===== config.mk =====
export PLATFORM = sky130hd
export DESIGN_NAME = iter_mul_unit
export DESIGN_NICKNAME = d
export VERILOG_FILES = /design/src/rtl/iter_mul_unit.sv
export SDC_FILE = /design/constraint.sdc
export NUM_CORES = 1
export LEC_CHECK = 0
export ABC_AREA = 1
export BUFFER_PORTS_ARGS = -buffer_cell sky130_fd_sc_hd__buf_2
export CAP_MARGIN = 10
export CORE_ASPECT_RATIO = 2
export CORE_MARGIN = 2
export CORE_UTILIZATION = 45
export CTS_BUF_LIST = sky130_fd_sc_hd__clkbuf_16
export CTS_CLUSTER_SIZE = 14
export DETAILED_ROUTE_END_ITERATION = 7
export PLACE_DENSITY = 0.63
export SLEW_MARGIN = 25
export SYNTH_ARGS = -nofsm -noshare
export SYNTH_HDL_FRONTEND = slang
export SYNTH_SLANG_ARGS = --single-unit

===== constraint.sdc =====
create_clock -name clk -period 3.61 [get_ports clk]
set_input_delay 0.1805 -clock clk [delete_from_list [all_inputs] [get_ports clk]]
set_output_delay 0.1805 -clock clk [all_outputs]
set_load 0.1 [all_outputs]

===== src/rtl/iter_mul_unit.sv =====
// Iterative unsigned shift-add multiplier: one partial-product step per clock, 65 cycles per op.
// Returns either half of the full 2*WIDTH product along with a register-file write request.
module iter_mul_unit #(
  parameter int unsigned WIDTH = 64,
  parameter int unsigned CNTW  = 7
) (
  input  logic             clk,
  input  logic             reset,
  input  logic             start,
  input  logic             op,
  input  logic [WIDTH-1:0] a,
  input  logic [WIDTH-1:0] b,
  input  logic [4:0]       wa_in,
  output logic             busy,
  output logic             done,
  output logic [WIDTH-1:0] result,
  output logic [4:0]       wa3,
  output logic             we3
);

  typedef enum logic [1:0] {StIdle, StRun, StDone} state_e;

  state_e               state_q;
  logic [2*WIDTH-1:0]   p_q;
  logic [WIDTH-1:0]     a_q;
  logic                 op_q;
  logic [CNTW-1:0]      cnt_q;
  logic                 busy_q;
  logic                 done_q;
  logic                 we3_q;
  logic [WIDTH-1:0]     result_q;
  logic [4:0]           wa3_q;

  logic [WIDTH:0]       sum;
  logic [2*WIDTH-1:0]   p_next;

  // Add the multiplicand into the upper half when the current multiplier bit is set, then shift
  // right with the carry landing in the top bit.
  always_comb begin
    sum    = {1'b0, p_q[2*WIDTH-1:WIDTH]} + (p_q[0] ? {1'b0, a_q} : '0);
    p_next = {sum, p_q[WIDTH-1:1]};
  end

  always_ff @(posedge clk) begin
    if (!reset) begin
      state_q  <= StIdle;
      p_q      <= '0;
      a_q      <= '0;
      op_q     <= 1'b0;
      cnt_q    <= '0;
      busy_q   <= 1'b0;
      done_q   <= 1'b0;
      we3_q    <= 1'b0;
      result_q <= '0;
      wa3_q    <= '0;
    end else begin
      unique case (state_q)
        StIdle: begin
          done_q <= 1'b0;
          we3_q  <= 1'b0;
          if (start) begin
            a_q     <= a;
            op_q    <= op;
            wa3_q   <= wa_in;
            p_q     <= {{WIDTH{1'b0}}, b};
            cnt_q   <= CNTW'(WIDTH);
            busy_q  <= 1'b1;
            state_q <= StRun;
          end
        end
        StRun: begin
          p_q   <= p_next;
          cnt_q <= cnt_q - 1'b1;
          if (cnt_q == CNTW'(1)) begin
            result_q <= op_q ? p_next[2*WIDTH-1:WIDTH] : p_next[WIDTH-1:0];
            done_q   <= 1'b1;
            // x31 is the zero register, so its write is dropped while done still pulses.
            we3_q    <= (wa3_q != 5'd31);
            state_q  <= StDone;
          end
        end
        StDone: begin
          done_q  <= 1'b0;
          we3_q   <= 1'b0;
          busy_q  <= 1'b0;
          state_q <= StIdle;
        end
        default: begin
          busy_q  <= 1'b0;
          done_q  <= 1'b0;
          we3_q   <= 1'b0;
          state_q <= StIdle;
        end
      endcase
    end
  end

  assign busy   = busy_q;
  assign done   = done_q;
  assign we3    = we3_q;
  assign result = result_q;
  assign wa3    = wa3_q;

endmodule


## Word level (Yosys, flattened, before mapping)

Cells that the tools add are included.

| word-level totals | value |
|---|---|
| register bits | 274 |
| input port bits | 137 |
| output and inout port bits | 72 |
| word-level logic and storage cells | 37 |

| operators by class | value |
|---|---|
| $add $sub $neg | 2 |
| equality and inequality tests | 5 |
| muxes and demuxes | 11 |
| bitwise gates (word level) | 1 |
| reduce and logical (&&, ||, !) cells | 8 |

Operator list:

| kind | number |
|---|---|
| 128-bit one-hot mux with 2 select lines | 1 |
| 128-bit 2-to-1 mux | 1 |
| 64-bit 2-to-1 mux | 2 |
| 64-bit by 64-bit adder with 65-bit output | 1 |
| 7-bit one-hot mux with 2 select lines | 1 |
| 2-bit AND reduction | 6 |
| 7-bit by 1-bit equality test with 1-bit output, second input constant | 1 |
| 7-bit 2-to-1 mux | 1 |
| 7-bit by 1-bit subtractor with 7-bit output, second input constant | 1 |
| 5-bit inequality test, second input constant | 1 |
| 2-bit 2-to-1 mux | 2 |
| 2-bit inequality test, second input constant | 2 |
| 2-bit one-hot mux with 2 select lines | 1 |
| 2-bit by 1-bit equality test with 1-bit output, second input constant | 1 |
| 2-bit zero test | 1 |
| 1-bit one-hot mux with 2 select lines | 1 |
| 2-bit nonzero test | 1 |
| 1-bit 2-to-1 mux | 1 |
| 1-bit NOT | 1 |

## Depth between registers and ports, before layout

Gate-level depths: netlist of the first run.

| logic depth | value |
|---|---|
| depth in word-level cells | 3 |
| gate-level depth with buffers | 21 |
| mapped depth without buffers | 19 |

## Least setup slack after synthesis of the first run

OpenSTA, ideal clock, no wires.

| timing | value |
|---|---|
| kind | reg2reg |
| from | register p_q[0] |
| to | register result_q[31], in the netlist result[31] |
| data arrival time | 2.362 ns |
| data required time | 3.541 ns |
| setup slack | 1.179 ns |
| stages on the path, launching flop included | 17 |
| buffers on the path | 2 |
| period minus slack after synthesis | 2.431 ns |
| path through | dfxtp_1 clkbuf_1 buf_1 nand2_1 inv_1 ha_1 nand2_1 inv_1 nand2_1 nand2_1 a21oi_1 nor2_1 nor2_1 nand2_1 xnor2_1 or2_1 a21oi_2 |

| on the way | value |
|---|---|
| word-level cells in the longest chain between the ends | 3 |

RTL lines:

| what | RTL line | RTL |
|---|---|---|
| start, declared | 24 | `logic [2*WIDTH-1:0] p_q;` |
| start signal, assigned | 65 | `p_q <= {{WIDTH{1'b0}}, b};` |
| start signal, assigned | 72 | `p_q <= p_next;` |
| 64-bit 2-to-1 mux | 40 | `sum = {1'b0, p_q[2*WIDTH-1:WIDTH]} + (p_q[0] ? {1'b0, a_q} : '0);` |
| 64-bit by 64-bit adder with 65-bit output | 40 |  |
| 64-bit 2-to-1 mux | 75 | `result_q <= op_q ? p_next[2*WIDTH-1:WIDTH] : p_next[WIDTH-1:0];` |
| end signal, assigned | 75 |  |
| end, declared | 31 | `logic [WIDTH-1:0] result_q;` |

Every way passes these cells.
A chain may end at the register's enable or synchronous reset.

## Worst setup path after layout of the first run

| timing | value |
|---|---|
| from | register p_q[0] |
| to | register result_q[51], in the netlist result[51] |

The elaborated chain is that of the path after synthesis.

==> impl_metrics.json, run 1 <==
{
  "setup_tns_ns": 0,
  "hold_start": "reset",
  "setup_slack_ns": 0.5580,
  "synth_most_common_cell": "sky130_fd_sc_hd__nand2_1",
  "r2r_setup_slack_ns": 0.56,
  "crit_fanout": 22,
  "top_layer": "met4",
  "synth_seq_area_share_pct": 32.96,
  "fin_nets": 3174,
  "postSynthNetCount": 2881,
  "fp-row-count": 99,
  "post-route-period-util_pct": 84.54,
  "cts-resized-gates": 0,
  "start_util_pct": 45.70,
  "ys.flop_type": "sky130_fd_sc_hd__dfxtp_1",
  "clockPowerShare_pct": 37.5,
  "clk_pin_slew_ns": 0.06,
  "final-setup-viol-count": 0,
  "end_kind": "flip-flop",
  "clk_root_buffer_cell": "sky130_fd_sc_hd__clkbuf_16",
  "gp_congestion": 1.040,
  "max_slew.worst_pin.slew_ns": 1.012,
  "drcViolationCount": 0,
  "skew_ns": 0.03183,
  "rsz_0062_raised_after_global_routing": "no",
  "worstSetupPathType": "reg -> reg",
  "vdd_drop_max_mv": 0.6920,
  "syn_area_cell_um2": 6.217,
  "total_switching_power_mw": 2.478,
  "synth_commonest_cells": "sky130_fd_sc_hd__nand2_1 (822), sky130_fd_sc_hd__inv_1 (417), sky130_fd_sc_hd__nor2_1 (293)",
  "detail_route.vias_per_cell": 5.183,
  "synth_largest_type_area_fraction_pct": 32.96,
  "wl_met2_mm": 35.62,
  "data_required_time_at_the_worst_endpoint_ns": 4.03,
  "post_route_cells_drive_above_1_share_pct": 12.08,
  "tritoncts.num_buffers": 27,
  "yosys.cell_types.count": 46,
  "fp.coreArea_um2": 36420,
  "routed_wirelength_mm": 66.74,
  "max_slew_margin_pct": 32.55,
  "post_synth_edffs": 0,
  "vias_in_the_first_global_route": 18000,
  "die_height_um": 276.0,
  "p_per_area_nw_per_um2": 380.8,
  "synth_async_sr_flop_share_pct": 0,
  "crit_start": "p_q[0]",
  "final-instance-count-excl-fill": 3443,
  "postRouteAntennaNets": 0,
  "detailedRoute.firstPassIterationCount": 7,
  "grt_max_degree": 106,
  "synthesis.instances": 2677,
  "p_seq_share_pct": 43.8,
  "grt_first_pass_wirelength_mm": 99.25,
  "final_max_slew_viol_count": 0,
  "dp_cell_count": 3260,
  "timing.final.crit_period_ns": 3.052,
  "cp_data_arrival_time_ns": 3.47,
  "grt_antenna_before_repair": 1,
  "cts_sinks": 274,
  "clock_insertion_delay_worst_skew_ns": 0.60,
  "post_synth_main_area_contributors": "sky130_fd_sc_hd__dfxtp_1 (33%), sky130_fd_sc_hd__nand2_1 (19%), sky130_fd_sc_hd__inv_1 (9.4%)",
  "register_bit_count_reported_by_yosys": 274,
  "cts_tree": "done",
  "preCtsSetupSlack_ns": 0.6007,
  "die_width_um": 140.0,
  "synth_largest_area_cell": "sky130_fd_sc_hd__dfxtp_1",
  "clock_tree.buffer_depth": 3,
  "clock_tree.htree_level_count": 1,
  "grtUsageTotal_pct": 33.74,
  "dr_total_vias": 17850,
  "cp-start-kind": "flip-flop",
  "min_path_type": "in -> reg",
  "netlist_area_um2": 16640,
  "power.leakage_nw": 10.84,
  "numPortBuffers": 208,
  "ys_warn_count": 0,
  "switching_portion_of_total_power_pct": 32.01,
  "wl_per_cell_um": 19.38,
  "highest_clock_rate_mhz": 327.6,
  "status": "finished clean",
  "die_area_um2": 38630,
  "report.final.hold_viol_count": 0,
  "layout.area.seq_um2": 5488,
  "multiInputGateArea_um2": 9146,
  "whs_ns": 0.03277,
  "detail_route.wirelength.met1_mm": 21.39,
  "final.fill_count": 3748,
  "worstReg2RegStart": "p_q[0]",
  "syn_to_final_growth_pct": 22.10,
  "io_pins": 209,
  "maxCapViolations": 0,
  "post-dp-hpwl_mm": 50.97,
  "intPower_mw": 5.262,
  "drt_iter0_drc": 1030,
  "diodes": 0,
  "met3WireLength_mm": 2.222,
  "design_power_total_mw": 7.739,
  "grt_remaining_overflow": 0,
  "share_comb_of_total_power_pct": 18.7
}
-- logic make-up (layout without fill, tap and decap cells) --
| logic type | after synthesis | in the layout | synth area share (%) |
|---|---|---|---|
| buffers and inverters | 537 | 849 | 12.21 |
| adder cells (fa/ha/maj) | 67 | 67 | 5.082 |
| XOR/XNOR | 31 | 31 | 1.631 |
| AND/OR/NAND/NOR | 1286 | 1286 | 31.33 |
| flip-flops | 274 | 274 | 32.96 |
| AO/OA/AOI/OAI | 482 | 482 | 16.79 |
-- metal layers --
layer | track usage [%] | vias up
met5 | 0 | -
met4 | 31.50 | 0
met3 | 2.974 | 240
met2 | 65.42 | 530
met1 | 30.15 | 8132
li1 | - | 8943
-- final cells by class --
class | instances | area share (%)
well taps | 454 | 2.795
multi-input cells | 1866 | 45.01
inverters | 433 | 7.998
clock inverters | 21 | 0.9728
repair buffers | 368 | 12.90
flip-flops and latches | 274 | 27.00
clock buffers | 27 | 3.325
-- per-stage QoR --
stage,util (%),instance area (um2)
after floorplan,-,16640
after global placement,49.68,18090
after detailed placement,49.69,18100
after CTS,55.80,20320
after global routing,55.80,20320
final,55.80,20320
-- critical path: stages (launching register included) --
cell and delay, ns:
sky130_fd_sc_hd__dfxtp_2 0.35, sky130_fd_sc_hd__buf_4 0.23, sky130_fd_sc_hd__nand2_1 0.11, sky130_fd_sc_hd__inv_1 0.04
sky130_fd_sc_hd__ha_1 0.50, sky130_fd_sc_hd__nand2_1 0.24, sky130_fd_sc_hd__nor2_1 0.35, sky130_fd_sc_hd__nand2_1 0.19
sky130_fd_sc_hd__inv_2 0.09, sky130_fd_sc_hd__nand2_1 0.06, sky130_fd_sc_hd__nor2_1 0.10, sky130_fd_sc_hd__nand2_1 0.12
sky130_fd_sc_hd__nand3_1 0.14, sky130_fd_sc_hd__nand3_1 0.16, sky130_fd_sc_hd__nand2_1 0.11, sky130_fd_sc_hd__a21oi_1 0.06
-- timing repair --
item,4_1_cts,5_1_grt
endpoints found under the hold margin,135,0
setup endpoints to repair,0,0
setup buffers,0,0
hold buffers,135,0
-- placed cells by master (no fill, tap or decap), drive strengths merged --
| master | instances |
|---|---|
| nand2 | 853 |
| a21o | 27 |
| ha | 66 |
| nor3 | 19 |
| buf | 233 |
| o22ai | 3 |
| nor4 | 1 |
| xnor2 | 5 |
| a31oi | 1 |
| clkbuf | 27 |
| o21ai | 116 |
| xor2 | 26 |
| a21oi | 234 |
| or2 | 8 |
| bufinv | 3 |
| o31ai | 1 |
| dfxtp | 274 |
| clkinvlp | 2 |
| nand3 | 79 |
| a22o | 30 |
| and3 | 1 |
| o211a | 1 |
| o21bai | 1 |
| nand4 | 4 |
| and2 | 3 |
| a41oi | 1 |
| a211oi | 2 |
| nor2 | 313 |
| clkinv | 13 |
| nand3b | 5 |
| fa | 1 |
| a22oi | 64 |
| dlygate4sd3 | 135 |
| inv | 436 |
| o211ai | 1 |
-- power groups by stage --
stage | clock network [mW] | registers, mW | logic, mW
2_1_floorplan | 0 | 3.61 | 0.695
5_1_grt | 3.04 | 3.41 | 1.56
6_report | 2.91 | 3.39 | 1.45
3_3_place_gp | 0 | 3.45 | 1.31
4_1_cts | 2.95 | 3.38 | 1.44
3_5_place_dp | 0 | 3.45 | 1.32
-- state kept, by name, indices dropped and copies added (netlist names) --
register  cells
result       64
op_q          1
a_q          64
we3           1
wa3           5
state_q       2
busy          1
cnt_q         7
p_q         128
done          1
-- worst paths after layout --
check	endpoint	depth (start not counted)
max	result[51]	15
min	cnt_q[1]	3
max reg2reg	result[51]	15
min reg2reg	p_q[113]	1
No activity file was read; power rests on OpenSTA's default activity.
==> run 2, diff against run 1 <==
--- a/config.mk
+++ b/config.mk
@@ -14,7 +14,7 @@
 export CTS_BUF_LIST = sky130_fd_sc_hd__clkbuf_16
 export CTS_CLUSTER_SIZE = 14
 export DETAILED_ROUTE_END_ITERATION = 7
-export PLACE_DENSITY = 0.63
+export PLACE_DENSITY = 0.66
 export SLEW_MARGIN = 25
 export SYNTH_ARGS = -nofsm -noshare
 export SYNTH_HDL_FRONTEND = slang
==> constraint.sdc (replaced) <==
create_clock -name clk -period 2.5 [get_ports clk]
set_input_delay 0.125 -clock clk [delete_from_list [all_inputs] [get_ports clk]]
set_output_delay 0.125 -clock clk [all_outputs]
set_load 0.1 [all_outputs]
==> impl_metrics.json, run 2 (synthesized netlist as in run 1, its figures left out) <==
{
  "hold_start": "a[16]",
  "drcViolationCount": 0,
  "r2r-end": "p_q[83]",
  "rr_worst_depth": 17,
  "grtUsageTotal_pct": 36.16,
  "max_slew.worst_pin.slew_ns": 0.8485,
  "worstReg2RegStart": "p_q[0]",
  "min_path_type": "in -> reg",
  "design_power_total_mw": 11.63,
  "hold-path-cell-count": 4,
  "tritoncts.num_buffers": 27,
  "violations_in_the_final_reports": "negative setup slack",
  "cts_sinks": 274,
  "die_height_um": 276.0,
  "timing.final.crit_period_ns": 2.806,
  "fin_nets": 3441,
  "cpPeakStageDelay_ns": 0.37,
  "cp_data_arrival_time_ns": 3.29,
  "post_route_cells_drive_above_1_share_pct": 31.89,
  "wl_per_cell_um": 19.77,
  "worstSetupPathType": "reg -> reg",
  "start_util_pct": 45.70,
  "vdd_drop_max_mv": 0.7333,
  "numPortBuffers": 208,
  "maxCapViolations": 0,
  "vias_in_the_first_global_route": 19720,
  "cts_tree": "done",
  "final-setup-viol-count": 107,
  "grt_remaining_overflow": 0,
  "register_with_the_most_flip_flops": "p_q",
  "share_comb_of_total_power_pct": 21.7,
  "r2r_setup_slack_ns": -0.31,
  "grt_first_pass_wirelength_mm": 107.0,
  "drt_iter0_drc": 1070,
  "fp-row-count": 99,
  "top_layer": "met4",
  "routed_wirelength_mm": 73.34,
  "detail_route.vias_per_cell": 5.296,
  "clock_tree.buffer_depth": 3,
  "clock_insertion_delay_worst_skew_ns": 0.59,
  "fp.coreArea_um2": 36420,
  "detail_route.wirelength.met1_mm": 22.65,
  "intPower_mw": 7.843,
  "most-common-layout-cells": "sky130_fd_sc_hd__nand2_1 (649), sky130_fd_sc_hd__inv_1 (379), sky130_fd_sc_hd__dfxtp_1 (272), sky130_fd_sc_hd__nor2_1 (248), sky130_fd_sc_hd__buf_4 (239)",
  "dp_cell_count": 3493,
  "clk_pin_slew_ns": 0.07,
  "status": "complete, but fails checks",
  "met3WireLength_mm": 2.770,
  "end_kind": "flip-flop",
  "syn_to_final_growth_pct": 49.60,
  "crit_path_cell_trace": "buf_12 -> buf_12 -> clkbuf_16 -> nand2_4 -> inv_2 -> ha_4 -> nand2_1 -> nand2_1 -> nand2_1 -> nand2_1 -> nand2_1 -> nand2_1 -> nand3b_1 -> buf_4 -> xor2_1 -> buf_4 -> a22o_1",
  "final_max_slew_viol_count": 0,
  "setup_tns_ns": -18.32,
  "post-route-period-util_pct": 112.2,
  "skew_ns": 0.01222,
  "post-dp-hpwl_mm": 52.55,
  "p_seq_share_pct": 42.1,
  "clock_tree.htree_level_count": 1,
  "critical-path-top-cell-by-count": "sky130_fd_sc_hd__nand2_1",
  "final_common_cell": "sky130_fd_sc_hd__nand2_1",
  "grt_max_degree": 125,
  "detailedRoute.firstPassIterationCount": 6,
  "rsz_0062_raised_after_global_routing": "yes",
  "cp-start-kind": "flip-flop",
  "die_area_um2": 38630,
  "power.leakage_nw": 12.90,
  "final.fill_count": 3156,
  "die_width_um": 140.0,
  "max_slew_margin_pct": 43.37,
  "switching_portion_of_total_power_pct": 32.56,
  "setup_slack_ns": -0.3060,
  "min_to": "a_q[16]",
  "final_util_pct": 68.37,
  "dr_total_vias": 19650,
  "final-instance-count-excl-fill": 3710,
  "total_switching_power_mw": 3.786,
  "gp_congestion": 0.9952,
  "postRouteAntennaNets": 0,
  "flip_flop_count_of_the_largest_register_after_layout": 128,
  "critical-path-slowest-cell": "sky130_fd_sc_hd__dfxtp_4",
  "data_required_time_at_the_worst_endpoint_ns": 2.99,
  "io_pins": 209,
  "crit_fanout": 4,
  "clk_root_buffer_cell": "sky130_fd_sc_hd__clkbuf_16",
  "wl_met2_mm": 37.98,
  "report.final.hold_viol_count": 0,
  "clockPowerShare_pct": 36.2,
  "p_per_area_nw_per_um2": 467.1,
  "highest_clock_rate_mhz": 356.4,
  "grt_antenna_before_repair": 0
}
[run 2: worst max-delay path: cells and delay by family, from the launching register on]
kind | cells | cell delay, ns
flops | 1 | 0.37
fa+ha+maj | 1 | 0.25
buf+inv | 6 | 0.83
compound gates | 1 | 0.17
xor+xnor | 1 | 0.15
simple gates | 8 | 0.92
[run 2: worst max path at each step]
stage	cells after the start	endpoint	startpoint	slack (ns)
floorplan	16	result[31]	p_q[0]	0.07
global placement	16	result[61]	p_q[0]	-0.54
detailed placement	16	result[61]	p_q[0]	-0.55
CTS	18	result[43]	p_q[0]	-0.19
global route	22	result[52]	p_q[0]	-0.40
finish	17	p_q[83]	p_q[0]	-0.31
[run 2: per-stage QoR]
| stage | cell area, um2 | setup slack (ns) | hold WS [ns] |
|---|---|---|---|
| 2_1_floorplan | 16640 | 0.06914 | 0.2599 |
| 3_3_place_gp | 19910 | -0.5423 | 0.3466 |
| 3_5_place_dp | 19910 | -0.5470 | 0.3522 |
| 4_1_cts | 23760 | -0.1881 | 0.2716 |
| 5_1_grt | 24900 | -0.4003 | 0.3044 |
| 6_report | 24900 | -0.3060 | 0.2944 |
[run 2: per-layer routing]
metal | global-route usage (%) | up-vias
li1 | - | 9456
met1 | 31.67 | 9118
met2 | 67.45 | 744
met3 | 3.649 | 332
met4 | 40.05 | 0
met5 | 0 | -
[run 2: what timing repair did]
item	in CTS	in global routing
resized for setup	312	261
hold buffers	138	0
cloned	5	2
setup endpoints to repair	100	114
endpoints found under the hold margin	138	0
pin swaps	47	101
buffers inserted	14	11
[run 2: area by class of cell]
cell class / count / area [um2] / area share (%)
inverters: 433 / 1630 / 6.548
flip-flops and latches: 274 / 5490 / 22.05
clock inverters: 20 / 183.9 / 0.7387
well taps: 454 / 568.0 / 2.281
multi-input cells: 1866 / 11350 / 45.60
clock buffers: 27 / 675.6 / 2.714
diodes: 1 / 2.502 / 0.01005
repair buffers: 635 / 4994 / 20.06
[run 2: power by group through the flow]
stage / clock network [mW] / logic, mW / registers (mW)
2_1_floorplan: 0 / 1.00 / 5.21
3_3_place_gp: 0 / 2.01 / 4.96
3_5_place_dp: 0 / 2.04 / 4.97
4_1_cts: 4.25 / 2.38 / 4.89
5_1_grt: 4.39 / 2.68 / 4.92
6_report: 4.21 / 2.52 / 4.89
==> run 3, diff against run 2 <==
--- a/config.mk
+++ b/config.mk
@@ -14,7 +14,7 @@
 export CTS_BUF_LIST = sky130_fd_sc_hd__clkbuf_16
 export CTS_CLUSTER_SIZE = 14
 export DETAILED_ROUTE_END_ITERATION = 7
-export PLACE_DENSITY = 0.66
+export PLACE_DENSITY = 0.63
 export SLEW_MARGIN = 25
 export SYNTH_ARGS = -nofsm -noshare
 export SYNTH_HDL_FRONTEND = slang
==> constraint.sdc (replaced) <==
create_clock -name clk -period 3.5 [get_ports clk]
set_input_delay 0.175 -clock clk [delete_from_list [all_inputs] [get_ports clk]]
set_output_delay 0.175 -clock clk [all_outputs]
set_load 0.1 [all_outputs]
==> impl_metrics.json, run 3 (synthesized netlist as in run 1, its figures left out) <==
{
  "cp-start-kind": "flip-flop",
  "dr_total_vias": 17860,
  "total_switching_power_mw": 2.567,
  "die_width_um": 140.0,
  "grt_first_pass_wirelength_mm": 97.64,
  "stdcell_area_um2": 20350,
  "flip_flop_count_of_the_largest_register_after_layout": 128,
  "max_slew_margin_pct": 33.21,
  "end_kind": "flip-flop",
  "power.leakage_nw": 10.86,
  "cp_data_arrival_time_ns": 3.57,
  "final_max_slew_viol_count": 0,
  "drt_iter0_drc": 962,
  "critical-path-top-cell-by-count": "sky130_fd_sc_hd__nand2_1",
  "data_required_time_at_the_worst_endpoint_ns": 3.92,
  "post-route-period-util_pct": 89.96,
  "status": "finished clean",
  "vdd_drop_max_mv": 0.4481,
  "most-common-layout-cells": "sky130_fd_sc_hd__nand2_1 (821), sky130_fd_sc_hd__inv_1 (420), sky130_fd_sc_hd__nor2_1 (292), sky130_fd_sc_hd__dfxtp_1 (272), sky130_fd_sc_hd__a21oi_1 (231)",
  "tritoncts.num_buffers": 27,
  "timing.final.crit_period_ns": 3.149,
  "final-setup-viol-count": 0,
  "numPortBuffers": 208,
  "detailedRoute.firstPassIterationCount": 5,
  "clock_insertion_delay_worst_skew_ns": 0.59,
  "fp.coreArea_um2": 36420,
  "gp_congestion": 1.054,
  "io_pins": 209,
  "skew_ns": 0.01557,
  "routed_wirelength_mm": 66.25,
  "die_area_um2": 38630,
  "start_util_pct": 45.70,
  "cts_tree": "done",
  "vias_in_the_first_global_route": 17760,
  "crit_path_cell_trace": "buf_12 -> nand2_1 -> inv_1 -> ha_1 -> inv_1 -> fa_1 -> nor2_1 -> or2_1 -> nand3_1 -> nand2_1 -> nand2_1 -> nand2_2 -> nand2_1 -> nand3_1 -> nand3_1 -> nand2_1 -> a21oi_1",
  "p_seq_share_pct": 43.5,
  "max_slew.worst_pin.slew_ns": 1.002,
  "grt_max_degree": 106,
  "wl_per_cell_um": 19.19,
  "setup_buffers_after_cts": 0,
  "setup_tns_ns": 0,
  "critical-path-slowest-cell": "sky130_fd_sc_hd__fa_1",
  "clock_tree.buffer_depth": 3,
  "post-dp-hpwl_mm": 50.42,
  "clock_tree.htree_level_count": 1,
  "layout.area.seq_um2": 5488,
  "die_height_um": 276.0,
  "critical_path.n_buffers_inverters": 3,
  "postRouteAntennaNets": 0,
  "drcViolationCount": 0,
  "clk_pin_slew_ns": 0.07,
  "intPower_mw": 5.423,
  "grtUsageTotal_pct": 33.16,
  "cts_sinks": 274,
  "multiInputGateArea_um2": 9146,
  "detail_route.vias_per_cell": 5.174,
  "maxCapViolations": 0,
  "highest_clock_rate_mhz": 317.6,
  "fp-row-count": 99,
  "final_common_cell": "sky130_fd_sc_hd__nand2_1",
  "switching_portion_of_total_power_pct": 32.13,
  "register_with_the_most_flip_flops": "p_q",
  "syn_to_final_growth_pct": 22.28,
  "crit_fanout": 55,
  "share_comb_of_total_power_pct": 18.9,
  "report.final.hold_viol_count": 0,
  "clk_root_buffer_cell": "sky130_fd_sc_hd__clkbuf_16",
  "critical-path-top-delay-family": "simple AND/OR/NAND/NOR gates",
  "rsz_0062_raised_after_global_routing": "no",
  "min_path_type": "in -> reg",
  "grt_antenna_before_repair": 0,
  "p_per_area_nw_per_um2": 392.6,
  "fin_nets": 3180,
  "grt_remaining_overflow": 0,
  "clockPowerShare_pct": 37.6,
  "final.fill_count": 3705,
  "design_power_total_mw": 7.990,
  "cpPeakStageDelay_ns": 0.42,
  "dpl-instance-area_um2": 18110,
  "post_route_cells_drive_above_1_share_pct": 12.25,
  "worstSetupPathType": "reg -> reg"
}
==> run 3: layout make-up <==
class                   instances  share of cell area [%]
flip-flops and latches        274                   26.97
diodes                          1                 0.01230
inverters                     433                   7.986
repair buffers                374                   12.99
well taps                     454                   2.791
multi-input cells            1866                   44.94
clock inverters                23                  0.9899
clock buffers                  27                   3.320
==> run 3: final timing paths <==
check / depth (start not counted) / slack (ns) / start / endpoint
setup / recovery: 17 / 0.35 / p_q[0] / result[43]
hold / removal: 4 / 0.35 / a[23] / a_q[23]
setup reg to reg: 17 / 0.35 / p_q[0] / result[43]
hold reg to reg: 1 / 0.46 / p_q[106] / p_q[106]
==> run 3: worst reg2reg max path: cells and delay by family, from the launching register on <==
kind / cells / cell delay, ns
buffers and inverters: 3 / 0.38
adders and majority gates: 2 / 0.57
and+or+nand+nor: 11 / 1.65
DFF: 1 / 0.34
AOI/OAI and AO/OA: 1 / 0.06
==> run 3: power by group through the flow <==
stage | clock network, mW | logic [mW] | registers (mW)
2_1_floorplan | 0 | 0.717 | 3.72
6_report | 3.00 | 1.51 | 3.48
3_5_place_dp | 0 | 1.38 | 3.54
3_3_place_gp | 0 | 1.36 | 3.54
5_1_grt | 3.17 | 1.63 | 3.49
4_1_cts | 3.06 | 1.50 | 3.47
==> run 3: per-stage QoR <==
| step | utilization, % | setup slack, ns | std cells | hold slack (ns) |
|---|---|---|---|---|
| floorplan | - | 1.069 | 2677 | 0.3099 |
| global placement | 49.72 | 0.3684 | 3265 | 0.3965 |
| detailed placement | 49.73 | 0.3420 | 3265 | 0.4002 |
| CTS | 55.88 | 0.3254 | 3451 | 0.3226 |
| global route | 55.88 | 0.1847 | 3451 | 0.3437 |
| finish | 55.88 | 0.3513 | 3452 | 0.3517 |
==> run 3: routing by layer <==
metal	vias up	global-route usage (%)	wire length [um]
met2	526	63.20	34610
li1	8956	-	-
met4	0	33.50	8150
met3	243	2.663	2060
met5	-	0	0
met1	8137	29.67	21420
==> run 3: what timing repair did <==
item / 4_1_cts / 5_1_grt
resized for setup: 0 / 0
hold endpoints to repair: 138 / 0
hold buffers: 136 / 0
